## src/rtl/fft_addr_gen.sv

```systemverilog
// Radix-2 DIT butterfly address sequencer: A/B/twiddle read addresses per butterfly, stage by stage.
// Latency: first addresses one cycle after i_start, o_done ADDR_SIZE*(N/2+PIPE_LATENCY) cycles later.
// Backpressure: none; inter-stage WAIT of PIPE_LATENCY cycles. Optional FFT_AGU_STAGE_IRQ_EN adds o_stage_done.
module fft_addr_gen #(
    parameter int ADDR_SIZE    = 5,
    parameter int PIPE_LATENCY = 3
) (
    input  logic                         i_CLK,
    input  logic                         i_RST_n,
    input  logic                         i_start,
    output logic                         o_busy,
    output logic                         o_done,
    output logic                         o_rd_en,
    output logic [ADDR_SIZE-1:0]         o_rdaddr_A,
    output logic [ADDR_SIZE-1:0]         o_rdaddr_B,
    output logic [ADDR_SIZE-2:0]         o_rdaddr_twiddle,
    output logic                         o_wr_en,
`ifdef FFT_AGU_STAGE_IRQ_EN
    output logic                         o_stage_done,
`endif
    output logic [$clog2(ADDR_SIZE)-1:0] o_stage
);

    localparam int SW = $clog2(ADDR_SIZE);
    localparam int JW = ADDR_SIZE - 1;
    localparam int WW = $clog2(PIPE_LATENCY + 1);

    localparam logic [JW-1:0]        J_LAST   = {JW{1'b1}};
    localparam logic [JW-1:0]        J_ONE    = JW'(1);
    localparam logic [SW-1:0]        S_LAST   = SW'(ADDR_SIZE - 1);
    localparam logic [SW-1:0]        S_ONE    = SW'(1);
    localparam logic [SW:0]          SP1_ONE  = (SW + 1)'(1);
    localparam logic [WW-1:0]        W_LOAD   = WW'(PIPE_LATENCY);
    localparam logic [WW-1:0]        W_ONE    = WW'(1);
    localparam logic [ADDR_SIZE-1:0] A_ONE    = ADDR_SIZE'(1);

    typedef enum logic [1:0] {IDLE, RUN, WAIT, DONE} state_t;

    state_t         state_q, state_d;
    logic [SW-1:0]  s_q, s_d;
    logic [JW-1:0]  j_q, j_d;
    logic [WW-1:0]  wait_q, wait_d;

    logic                 rd_en_d, busy_d, done_d;
    logic [ADDR_SIZE-1:0] addr_a_d, addr_b_d;
    logic [JW-1:0]        addr_tw_d;

    logic [ADDR_SIZE-1:0] j_ext, span, lo_mask, a_calc, b_calc;
    logic [SW:0]          s_p1;
    logic [JW-1:0]        tw_calc;
    logic [PIPE_LATENCY-1:0] dl_q;

    always_ff @(posedge i_CLK or negedge i_RST_n) begin
        if (!i_RST_n) begin
            state_q <= IDLE;
            s_q     <= '0;
            j_q     <= '0;
            wait_q  <= '0;
        end else begin
            state_q <= state_d;
            s_q     <= s_d;
            j_q     <= j_d;
            wait_q  <= wait_d;
        end
    end

    always_comb begin
        state_d = state_q;
        s_d     = s_q;
        j_d     = j_q;
        wait_d  = wait_q;
        case (state_q)
            IDLE: begin
                if (i_start) begin
                    state_d = RUN;
                    s_d     = '0;
                    j_d     = '0;
                end
            end
            RUN: begin
                if (j_q == J_LAST) begin
                    state_d = WAIT;
                    wait_d  = W_LOAD;
                end else begin
                    j_d = j_q + J_ONE;
                end
            end
            WAIT: begin
                if (wait_q == W_ONE) begin
                    if (s_q == S_LAST) begin
                        state_d = DONE;
                    end else begin
                        state_d = RUN;
                        s_d     = s_q + S_ONE;
                        j_d     = '0;
                    end
                end else begin
                    wait_d = wait_q - W_ONE;
                end
            end
            DONE:    state_d = IDLE;
            default: state_d = IDLE;
        endcase
    end

    // Addresses are computed from the next-state counters so the registered outputs line up with state.
    assign j_ext   = {1'b0, j_d};
    assign span    = A_ONE << s_d;
    assign lo_mask = span - A_ONE;
    assign s_p1    = {1'b0, s_d} + SP1_ONE;
    assign a_calc  = ((j_ext >> s_d) << s_p1) | (j_ext & lo_mask);
    assign b_calc  = a_calc | span;
    assign tw_calc = (j_d & lo_mask[JW-1:0]) << (S_LAST - s_d);

    always_comb begin
        rd_en_d   = (state_d == RUN);
        busy_d    = (state_d == RUN) || (state_d == WAIT);
        done_d    = (state_d == DONE);
        addr_a_d  = o_rdaddr_A;
        addr_b_d  = o_rdaddr_B;
        addr_tw_d = o_rdaddr_twiddle;
        if (rd_en_d) begin
            addr_a_d  = a_calc;
            addr_b_d  = b_calc;
            addr_tw_d = tw_calc;
        end
    end

    always_ff @(posedge i_CLK or negedge i_RST_n) begin
        if (!i_RST_n) begin
            o_rd_en          <= 1'b0;
            o_busy           <= 1'b0;
            o_done           <= 1'b0;
            o_rdaddr_A       <= '0;
            o_rdaddr_B       <= '0;
            o_rdaddr_twiddle <= '0;
            o_stage          <= '0;
        end else begin
            o_rd_en          <= rd_en_d;
            o_busy           <= busy_d;
            o_done           <= done_d;
            o_rdaddr_A       <= addr_a_d;
            o_rdaddr_B       <= addr_b_d;
            o_rdaddr_twiddle <= addr_tw_d;
            o_stage          <= s_d;
        end
    end

`ifdef FFT_AGU_STAGE_IRQ_EN
    logic stage_done_d;
    assign stage_done_d = (state_d == WAIT) && (wait_d == W_ONE);

    always_ff @(posedge i_CLK or negedge i_RST_n) begin
        if (!i_RST_n) o_stage_done <= 1'b0;
        else          o_stage_done <= stage_done_d;
    end
`endif

    generate
        if (PIPE_LATENCY == 1) begin : g_dl1
            always_ff @(posedge i_CLK or negedge i_RST_n) begin
                if (!i_RST_n) dl_q <= '0;
                else          dl_q <= o_rd_en;
            end
        end else begin : g_dln
            always_ff @(posedge i_CLK or negedge i_RST_n) begin
                if (!i_RST_n) dl_q <= '0;
                else          dl_q <= {dl_q[PIPE_LATENCY-2:0], o_rd_en};
            end
        end
    endgenerate

    assign o_wr_en = dl_q[PIPE_LATENCY-1];

endmodule

```

## config.mk

```make
export PLATFORM = sky130hd
export DESIGN_NAME = fft_addr_gen
export DESIGN_NICKNAME = d
export VERILOG_FILES = /design/src/rtl/fft_addr_gen.sv
export SDC_FILE = /design/constraint.sdc
export NUM_CORES = 1
export LEC_CHECK = 0
export CORE_MARGIN = 2
export CORE_UTILIZATION = 41
export CTS_CLUSTER_SIZE = 12
export DETAILED_ROUTE_END_ITERATION = 16
export HOLD_SLACK_MARGIN = 0.08
export SLEW_MARGIN = 20
export SYNTH_ARGS = -nofsm -noshare
export SYNTH_HDL_FRONTEND = slang
export SYNTH_SLANG_ARGS = --single-unit
```

## constraint.sdc

```tcl
create_clock -name i_CLK -period 5.1 [get_ports i_CLK]
set_input_delay 1.275 -clock i_CLK [delete_from_list [all_inputs] [get_ports i_CLK]]
set_output_delay 1.275 -clock i_CLK [all_outputs]
set_load 0.1 [all_outputs]
```

==> impl_metrics.ini <==
[outcome]
status = completed

[sta]
final.setup.tns_ns = 0
post-route-period-util = 0.779
clock_skew_ns = 0.00282
period_needed_ns = 3.97
worst_pin_slew_ns = 0.976
rsz0062_at_grt = false
fmax_mhz = 252
relSlewSlack = 0.347
final-hold-violation-count = 0
setup_viol = 0
slew_violations = 0

[worst_setup_path]
criticalPathCategory = input port to register
arrival_ns = 4.11
crit_fanout = 10
crit_family = compound AO/OA/AOI/OAI gates
end_kind = register
path_cells = clkdlybuf4s50_1 -> o21bai_1 -> a221oi_4 -> inv_2 -> nor2_1 -> ha_1 -> mux2_2 -> a21o_1 -> a32oi_1 -> o221ai_1
cpPeakStageDelay_ns = 0.58
start_kind = input port
crit_buf_inv = 2
worstPathRequired_ns = 5.24
r2r_cells = 9
r2r_slack_ns = 1.81
cp.depth = 10
r2r-end = o_rdaddr_twiddle[3]
critPathSlowestCell = a221oi_4
r2r_start = state_q[1]

[power_and_ir_drop]
irDropWorstVdd_v = 0.000130
power.density_nw_per_um2 = 193
leakagePower_nw = 0.970
total_power_mw = 0.434

[clock_tree]
path_clk_slew_ns = 0.06
htreeDepth = 2
clk_latency_ns = 0.28
cts_resized = 0
numCtsBuffers = 5
cts_hold_buf = 0
cts.sink_count = 31
clock_path_buffers = 2
cts-root-buf = clkbuf_8
cts_tree = done
postCtsSetupBuffers = 0

[route]
routed_via_density = 5.84
drtAntennaViolNets = 0
drc = 0
vias = 1606
wl_um = 4370
first_pass_iters = 4
first_iter_violations = 85
wire_per_inst_um = 15.9

[yosys]
yosysUniqueCellTypes = 56
yosysTopAreaCell = dfrtp_1
yosysSeqAreaShare = 0.409
syn_area_sq_um = 1900
ys_ff_latch = 31
avgSynthCellArea_sq_um = 9.57
async_reset_ff_frac = 1.00
synth_ff_type = dfrtp_1
syn_nets = 212
synth.top_cell.area_share = 0.409
synth-edff-count = 0
syn_inst = 198
yosysWarnings = 0
synthTopCellsByArea = dfrtp_1 (41%), ha_1 (7.3%), nand2_1 (2.8%), nor2_1 (2.8%), a31oi_1 (2.6%)

[final_layout]
drive_gt1_frac = 0.0987
diodes = 0
area_delta_synth_final_pct = 19.0
seq_area_sq_um = 776
layout_commonest_cell = dfrtp_1
final_util = 0.511
multi_input_area_sq_um = 1020
nFillCells = 407
final_nets = 236
final_cell_mix = dfrtp_1 (31), clkdlybuf4s50_1 (23), nand2_1 (14), nor2_1 (14), inv_1 (13)

[run]
drv_cap = 0

[global_route]
gr-total-overflow = 0
antenna_found_initial = 0
grt_use_total = 0.190
grt_max_degree = 32
grt_pass1_vias = 1616
grt_pass1_wl_um = 7760

[die]
die_width_um = 72.0
die_h_um = 72.0
pin_count = 24
die_area_sq_um = 5180
coreArea_sq_um = 4410
start_util = 0.429
rows = 24

[worst_hold_path]
hold_end = dl_q[2]
hold_class = register to register
worst_hold_startpoint = dl_q[1]
whs_path_depth = 0

[placed_design]
numPortBuffers = 23
place.gp.congestion = 0.878
hpwl_um = 3190
==> layer usage <==
metal	wire length, um	up-vias	track usage
met2	2140	37	0.305
li1	-	769	-
met4	56	0	0.0713
met3	168	6	0.0417
met5	0	-	0
met1	2000	794	0.253
==> area by class of cell <==
cell class	count	share of cell area
timing repair buffer	26	0.112
sequential	31	0.344
multi-input combinational	142	0.453
clock buffer	7	0.0338
clock inverter	1	0.00222
tap	52	0.0288
inverter	16	0.0266
==> worst max-delay path by stage <==
stage | from | end | slack [ns]
after global routing | i_start | o_rdaddr_twiddle[3] | 0.92
after detailed placement | i_start | o_rdaddr_twiddle[3] | 0.80
after floorplan | o_stage[0] | o_rdaddr_twiddle[3] | 1.71
after CTS | i_start | o_rdaddr_twiddle[3] | 1.07
after global placement | i_start | o_rdaddr_twiddle[3] | 0.96
final | i_start | o_rdaddr_twiddle[3] | 1.13
==> report_power, final <==
group          leakage, nW  internal [mW]  switching (mW)
logic                0.597        0.00185         0.00537
clock network       0.0422         0.0955          0.0857
registers            0.330          0.246               0
total                0.970          0.343          0.0910
==> logic make-up after synthesis <==
family	synth area share
flip-flops	0.409
multiplexers	0.0244
buffers and inverters	0.0521
adder cells (fa/ha/maj)	0.0726
XOR/XNOR	0.0139
AO/OA/AOI/OAI	0.258
AND/OR/NAND/NOR	0.170
==> state kept, by name (all words and copies together) (netlist names) <==
register / flops
state_q: 2
dl_q: 3
o_rdaddr_B: 5
j_q: 4
o_rdaddr_A: 5
o_done: 1
o_rdaddr_twiddle: 4
o_rd_en: 1
o_busy: 1
wait_q: 2
o_stage: 3
==> stage by stage <==
step                instances  instance area (sq um)  hold slack (ns)  setup WS (ns)
floorplan                 198                   1900            0.331           1.71
global placement          266                   2170            0.332          0.963
detailed placement        266                   2170            0.337          0.798
CTS                       274                   2250            0.351           1.07
global route              275                   2260            0.359          0.918
finish                    275                   2260            0.351           1.13
==> cells in the mapped netlist, types with 2 or more instances <==
| library cell | number |
|---|---|
| buf_2 | 4 |
| o31ai_1 | 2 |
| nor3_1 | 4 |
| nand3_1 | 7 |
| o2bb2ai_1 | 4 |
| buf_1 | 2 |
| a21oi_1 | 8 |
| and2_1 | 3 |
| o21ai_1 | 5 |
| o221ai_1 | 3 |
| inv_1 | 13 |
| nand2_1 | 14 |
| a31oi_1 | 8 |
| clkbuf_1 | 3 |
| nor3b_1 | 2 |
| and3_1 | 4 |
| xnor2_1 | 3 |
| a21o_1 | 3 |
| a32oi_1 | 3 |
| nor2_1 | 14 |
| ha_1 | 11 |
| nor2b_1 | 6 |
| inv_2 | 3 |
| o22ai_1 | 2 |
| nor4_1 | 2 |
| o21ai_0 | 4 |
| dfrtp_1 | 31 |
| a211oi_1 | 2 |
Note: power is estimated with default switching activity, not from simulation.
